[src/rtl/fifo_wr_arbiter.sv]
// Round-robin arbiter sharing the FIFO write port between N producers.
// An owner keeps the port for up to MAX_BURST words, then ownership rotates.
module fifo_wr_arbiter #(
    parameter int N = 4,
    parameter int DW = 8,
    parameter int MAX_BURST = 4,
    localparam int IW = $clog2(N),
    localparam int BW = $clog2(MAX_BURST + 1)
) (
    input  logic            clk,
    input  logic            rst,
    input  logic [N-1:0]    req,
    input  logic [N*DW-1:0] data,
    output logic [N-1:0]    ack,
    input  logic            fifo_full,
    output logic            fifo_wr,
    output logic [DW-1:0]   fifo_din,
    output logic            grant_valid,
    output logic [IW-1:0]   grant_id
);

    typedef enum logic {IDLE, BUSY} state_t;

    state_t        state;
    logic [IW-1:0] rr_ptr;
    logic [IW-1:0] owner;
    logic [IW-1:0] owner_nxt;
    logic [IW-1:0] winner;
    logic [BW-1:0] beat;
    logic          any_req;
    logic          owner_req;
    logic [DW-1:0] owner_word;
    logic          busy;
    logic          last;

    // Lowest search offset from rr_ptr wins; later (smaller k) overrides.
    always_comb begin
        winner  = '0;
        any_req = 1'b0;
        for (int k = N - 1; k >= 0; k--) begin
            for (int i = 0; i < N; i++) begin
                if (req[i] && i == (int'(rr_ptr) + k) % N) begin
                    winner  = IW'(i);
                    any_req = 1'b1;
                end
            end
        end
    end

    always_comb begin
        owner_req  = 1'b0;
        owner_word = '0;
        for (int i = 0; i < N; i++) begin
            if (owner == IW'(i)) begin
                owner_req  = req[i];
                owner_word = data[i*DW +: DW];
            end
        end
    end

    assign busy        = (state == BUSY);
    assign fifo_wr     = busy & owner_req & ~fifo_full;
    assign fifo_din    = busy ? owner_word : '0;
    assign grant_valid = busy;
    assign grant_id    = busy ? owner : '0;
    assign last        = (beat == BW'(MAX_BURST - 1));
    assign owner_nxt   = (owner == IW'(N - 1)) ? '0 : owner + IW'(1);

    always_comb begin
        ack = '0;
        for (int i = 0; i < N; i++)
            ack[i] = fifo_wr && (owner == IW'(i));
    end

    always_ff @(posedge clk or negedge rst) begin
        if (!rst) begin
            state  <= IDLE;
            rr_ptr <= '0;
            owner  <= '0;
            beat   <= '0;
        end else begin
            unique case (state)
                IDLE: begin
                    if (any_req) begin
                        owner <= winner;
                        beat  <= '0;
                        state <= BUSY;
                    end
                end
                BUSY: begin
                    if (fifo_wr)
                        beat <= beat + BW'(1);
                    // A full FIFO with req still held stalls in place.
                    if (fifo_wr ? last : !owner_req) begin
                        state  <= IDLE;
                        rr_ptr <= owner_nxt;
                    end
                end
            endcase
        end
    end

endmodule

[config.mk]
export PLATFORM = sky130hd
export DESIGN_NAME = fifo_wr_arbiter
export DESIGN_NICKNAME = d
export VERILOG_FILES = /design/src/rtl/fifo_wr_arbiter.sv
export SDC_FILE = /design/constraint.sdc
export NUM_CORES = 1
export LEC_CHECK = 0
export BUFFER_PORTS_ARGS = -buffer_cell sky130_fd_sc_hd__buf_2
export CAP_MARGIN = 10
export CORE_MARGIN = 10
export CORE_UTILIZATION = 39
export DETAILED_ROUTE_END_ITERATION = 10
export PLACE_DENSITY = 0.84
export SLEW_MARGIN = 20
export SYNTH_ARGS = -nofsm -noshare
export SYNTH_HDL_FRONTEND = slang
export SYNTH_SLANG_ARGS = --single-unit
[constraint.sdc]
create_clock -name clk -period 1.5 [get_ports clk]
set_input_delay 0.15 -clock clk [delete_from_list [all_inputs] [get_ports clk]]
set_output_delay 0.15 -clock clk [all_outputs]
set_load 0.02 [all_outputs]
==> flow_summary_export.csv, run 1 <==
group,metric,value,unit
sta,period_needed,1950,ps
grt,grt_overflow_total,0,
floorplanning,die_area,0.00467,sq mm
grt,grt_max_degree,11,
pwr,internal-power,2010,uW
sta,fmax,0.512,GHz
logic_synthesis,synth-compound-area-share,24.2,%
logic_synthesis,synth-adder-area-share,8.24,%
finish,antenna_cells,0,
sta,finalSetupViolCount,18,
logic_synthesis,syn-num-nets,161,
placement,place_congestion,0.900,
worst_setup_path,r2r_end,"rr_ptr[0]",
pwr,switching_power,1600,uW
logic_synthesis,synth_cells,116,
routing,drc,0,
finish,drive_gt1_share,61.6,%
routing,viasPerCell,5.35,
hold_path,hold_class,"in -> async",
clock_tree,clk_pin_slew_worst_paths,50,ps
run_status,outcome,"finished with violations",
floorplanning,die_width,68.3,um
placement,dp_hpwl,2730,um
sta,timing.final.crit_share,130,%
sta,slew_viol_final,0,
routing,ant_nets,0,
worst_setup_path,cp-end-kind,"primary output",
logic_synthesis,yosys.area_share.simple,22.1,%
sta,max_slew.worst_pin.slew,514,ps
clock_tree,numCtsBuffers,3,
finish,nets,237,
logic_synthesis,synth-xor-area-share,0,%
logic_synthesis,syn-cell-area,911,sq um
clock_tree,cts_tree,"done",
placement,dp_cells,205,
sta,max_slew_margin,65.4,%
pwr,seq_power_share,11.8,%
logic_synthesis,synthMuxAreaShare,15.7,%
pwr,powerDensity,2200,mW/mm^2
floorplanning,start_util,41.2,%
worst_setup_path,r2r_start,"owner[0]",
pwr,swShare,44.2,%
finish,final_common_cell,"buf_2",
run,maxCapViolations,0,
logic_synthesis,synth_top_family_by_area,"compound AO/OA/AOI/OAI gates",
grt,grt_pass1_wl,5510,um
worst_setup_path,r2r_slack,-310,ps
worst_setup_path,cp-startpoint,"owner[0]",
floorplanning,coreArea,0.00221,sq mm
routing,wl_per_cell,16.4,um
logic_synthesis,ys_seq_area_share,22.0,%
pwr,clockPowerShare,4.6,%
placement,dp_slack,-320,ps
worst_setup_path,worstPathRequired,1350,ps
routing,drtIter0Drc,101,
sta,timing.final.ws_setup,-454,ps
logic_synthesis,syn_avg_cell_area,7.85,sq um
clock_tree,clock-sinks,8,
routing,num_vias,1166,
pwr,ir_drop,1560,uV
sta,hold_violations,0,
worst_setup_path,critPathLaunchType,"flop",
floorplanning,io_pins,55,
pwr,pwr-share-comb,83.6,%
sta,fin_skew,5.73,ps
finish,syn2layout_area_growth,80.5,%
worst_setup_path,cp_max_fo,6,
pwr,p_leak,0.000838,uW
grt,grt_use_total,15.0,%
finish,stdcell_count,218,
routing,drt_pass1_iterations,4,
clock_tree,htreeDepth,1,
logic_synthesis,ys_ff_latch,8,
grt,antenna_found_initial,0,
finish,final_util,74.3,%
grt,grt_pass1_vias,1193,
logic_synthesis,yosysWarnings,0,
clock_tree,ctsRootBufferMaster,"clkbuf_4",
logic_synthesis,synthDistinctLibCells,31,
placement,portBuffers,54,
worst_setup_path,worstSetupPathType,"reg -> out",
clock_tree,clock_latency,260,ps
worst_setup_path,reg2reg_depth,8,
routing,wirelength,3580,um
run_status,violations,"negative setup slack",
finish,final_cell_mix,"buf_2 (42), nand2_1 (19), buf_4 (18), buf_6 (13)",
sta,rsz0062_at_grt,"true",
clock_tree,clk_path_buf_depth,2,
pwr,p_total,3610,uW
worst_setup_path,arrival,1800,ps
floorplanning,rows,17,
floorplanning,die_h,68.3,um
## through the flow
| step | setup TNS (ps) | hold WS, ps | cell area (sq um) |
|---|---|---|---|
| finish | -6010 | 257 | 1640 |
| global route | -7230 | 273 | 1640 |
| CTS | -6310 | 233 | 1590 |
| detailed placement | -4160 | 1.16 | 1320 |
| global placement | -3280 | -5.59 | 1320 |
| floorplan | -978 | -146 | 961 |
## flip-flops by register name, indices dropped and copies added (netlist names)
register     flops
owner            2
beat             3
grant_valid      1
rr_ptr           2
## power groups by stage
stage | Combinational (uW) | Clock (uW) | Sequential, uW
2_1_floorplan | 1500 | 0 | 415
3_3_place_gp | 2080 | 0 | 403
3_5_place_dp | 2150 | 0 | 419
4_1_cts | 2880 | 175 | 419
5_1_grt | 3240 | 183 | 437
6_report | 3020 | 166 | 427
## worst max path at each step
stage,end
2_1_floorplan,ack[0]
3_3_place_gp,fifo_din[0]
3_5_place_dp,fifo_din[0]
4_1_cts,ack[0]
5_1_grt,ack[0]
6_report,fifo_din[3]
## what timing repair did
action	in CTS	in global routing
hold buffers	1	0
setup endpoints to repair	18	19
resized for setup	46	14
hold endpoints to repair	8	0
pin swaps	10	16
setup buffers	9	2
## cell families (layout without fill, tap and decap cells)
group | after synthesis | after routing
AOI/OAI and AO/OA | 32 | 32
buffers and inverters | 14 | 88
adders and majority gates | 6 | 6
DFF | 8 | 8
and+or+nand+nor | 43 | 43
muxes | 13 | 13
## cell usage after synthesis
master	instances	area, sq um
a211o_1	1	8.76
a211oi_2	1	12.5
a21o_1	1	7.51
a21oi_1	5	25.0
a21oi_2	1	8.76
a22o_1	8	70.1
a31oi_1	1	6.26
and2_1	4	25.0
buf_4	3	22.5
buf_6	1	11.3
clkbuf_1	1	3.75
dfrtp_1	8	200
ha_1	6	75.1
inv_1	8	30.0
inv_2	1	3.75
mux2_2	10	113
mux2i_1	3	30.0
nand2_1	21	78.8
nand2b_1	2	12.5
nand3_1	1	5.00
nor2_1	7	26.3
nor2b_1	3	18.8
nor3_1	1	5.00
nor3_2	1	10.0
nor3b_1	1	7.51
nor4_1	1	6.26
o21ai_0	6	30.0
o21ai_1	5	25.0
o21ai_2	1	8.76
o221ai_1	2	17.5
or2_2	1	6.26
## routing by layer
layer / track usage [%] / wire (um)
met2: 25.9 / 1670
met5: 0 / 0
met3: 3.75 / 475
met1: 16.6 / 1360
met4: 7.54 / 82
## worst max-delay path, cell delays in order, from the launching register on
cell and delay [ps]:
dfrtp_1 430, inv_2 140, ha_4 190, buf_12 130
mux2_4 290, a22o_1 230, buf_6 140
## area by class of cell
class	instances	area [sq um]
clock buffer	3	22.5
fill	169	568
inverter	9	33.8
multi-input combinational	94	816
sequential	8	200
tap	28	35.0
timing repair buffer	76	537
Power figures use the tool's default switching activity.
==> run 2, diff against run 1 <==
PLACE_DENSITY = default   (was 0.84)
PLACE_DENSITY_LB_ADDON = 0.12   (was default)
==> run 2 against run 1 <==
Against the previous run: the flow still finishes with violations (negative setup slack); first-iteration DRC count fell by 72%; worst hold slack better by 8.4 ps; combinational power increased by 4%; power rose by 3.7%; worst setup slack got worse by 46 ps; cell area increased by 2.4%; largest cell class unchanged; wire length rose by 5.6%.
==> flow_summary_export.csv, run 2 (synthesized netlist as in run 1, its figures left out) <==
group,metric,value,unit
sta,fin_skew,8.83,ps
worst_setup_path,path_delay_family,"flip-flops",
grt,grt_use_total,15.4,%
finish,top_register,"beat",
clock_tree,clock_latency,260,ps
worst_setup_path,reg2reg_depth,8,
floorplanning,die_area,0.00467,sq mm
floorplanning,io_pins,55,
sta,whs,266,ps
worst_setup_path,cp_cell_sequence,"ha_4 > buf_12 > buf_12 > a21oi_4 > o21ai_2 > o21ai_2 > inv_2 > and2_4 > buf_6",
routing,viasPerCell,5.19,
floorplanning,rows,17,
worst_setup_path,slowest_stage,"dfrtp_2",
finish,stdcell_count,219,
sta,tns,-6990,ps
worst_setup_path,critPathLaunchType,"flop",
clock_tree,clock-sinks,8,
clock_tree,htreeDepth,1,
placement,portBuffers,54,
routing,drt_pass1_iterations,4,
finish,drive_gt1_share,60.7,%
sta,rsz0062_at_grt,"true",
floorplanning,coreArea,0.00221,sq mm
clock_tree,numCtsBuffers,3,
routing,num_vias,1136,
sta,slew_viol_final,0,
floorplanning,die_h,68.3,um
routing,drc,0,
sta,timing.final.crit_share,133,%
worst_setup_path,max_stage_delay,460,ps
pwr,p_leak,0.000850,uW
finish,largest_reg_flops,3,
grt,grt_max_degree,11,
clock_tree,cts_tree,"done",
placement,place_congestion,0.773,
worst_setup_path,r2r_end,"rr_ptr[0]",
routing,wirelength,3790,um
finish,final_common_cell,"buf_2",
finish,syn2layout_area_growth,84.8,%
run_status,outcome,"finished with violations",
worst_setup_path,worstSetupPathType,"reg -> out",
run_status,violations,"negative setup slack",
sta,period_needed,2000,ps
finish,final_cell_mix,"buf_2 (43), nand2_1 (19), buf_6 (15), buf_4 (14)",
pwr,ir_drop,1370,uV
floorplanning,die_width,68.3,um
worst_setup_path,arrival,1850,ps
sta,max_slew.worst_pin.slew,578,ps
finish,antenna_cells,0,
grt,grt_pass1_wl,5550,um
placement,dp_cells,207,
sta,finalSetupViolCount,19,
clock_tree,clk_pin_slew_worst_paths,60,ps
worst_setup_path,cp_max_fo,8,
worst_setup_path,path_depth,9,
sta,hold_violations,0,
clock_tree,ctsRootBufferMaster,"clkbuf_4",
grt,antenna_found_initial,0,
pwr,powerDensity,2230,mW/mm^2
sta,timing.final.ws_setup,-500,ps
finish,design_area,0.00168,sq mm
placement,post_dp_cell_area,0.00134,sq mm
routing,drtIter0Drc,28,
worst_setup_path,cp-end-kind,"primary output",
clock_tree,clk_path_buf_depth,2,
grt,grt_overflow_total,0,
worst_setup_path,r2r_slack,-360,ps
worst_setup_path,critPathBufInv,4,
floorplanning,start_util,41.2,%
hold_path,hold_class,"in -> async",
pwr,p_total,3740,uW
routing,ant_nets,0,
routing,wl_per_cell,17.3,um
placement,dp_hpwl,2720,um
finish,largestRegisters,"beat (3), owner (2), rr_ptr (2)",
finish,nets,238,
worst_setup_path,r2r_start,"owner[0]",
sta,fmax,0.500,GHz
sta,max_slew_margin,61.1,%
worst_setup_path,worstPathRequired,1350,ps
grt,grt_pass1_vias,1186,
run,maxCapViolations,0,
run 2: cell count changes in the layout (fill, tap and decap cells not counted), sizes merged:
cell and change:
buf +1
run 2: worst max-delay path by stage:
stage	slack, ps	from	end
floorplan	-110	owner[0]	ack[0]
global placement	-270	owner[1]	fifo_din[0]
detailed placement	-330	owner[1]	fifo_din[0]
CTS	-460	owner[0]	ack[0]
global route	-560	owner[1]	ack[1]
finish	-500	owner[0]	ack[0]
run 2: timing repair:
| item | in CTS | in global routing |
|---|---|---|
| pin swaps | 6 | 8 |
| setup buffers | 9 | 3 |
| hold buffers | 1 | 0 |
| gates resized for setup | 42 | 22 |
| endpoints found under the hold margin | 8 | 0 |
| setup endpoints to repair | 19 | 19 |
run 2: layout make-up:
type,count,area (sq um)
Tap cell,28,35.0
Timing Repair Buffer,77,569
Clock buffer,3,22.5
Sequential cell,8,201
Fill cell,156,529
Inverter,9,36.3
Multi-Input combinational cell,94,818
run 2: power by group:
| group | switching, uW | total [uW] | internal (uW) | leakage [uW] |
|---|---|---|---|---|
| sequential | 122 | 434 | 312 | 0.0000986 |
| clock | 78.4 | 170 | 91.9 | 0.0000138 |
| combinational | 1460 | 3140 | 1680 | 0.000738 |
run 2: per-stage QoR:
stage,setup WS (ps),util (%)
6_report,-500,76.1
5_1_grt,-563,76.1
4_1_cts,-459,72.3
3_5_place_dp,-325,60.4
3_3_place_gp,-266,60.4
2_1_floorplan,-111,-
run 2: metal layers:
metal,GRT usage [%],routed length (um),up-vias
met4,2.76,10,0
met1,15.7,1280,540
met3,3.75,308,2
met5,0,0,-
li1,-,-,560
met2,30.7,2190,34
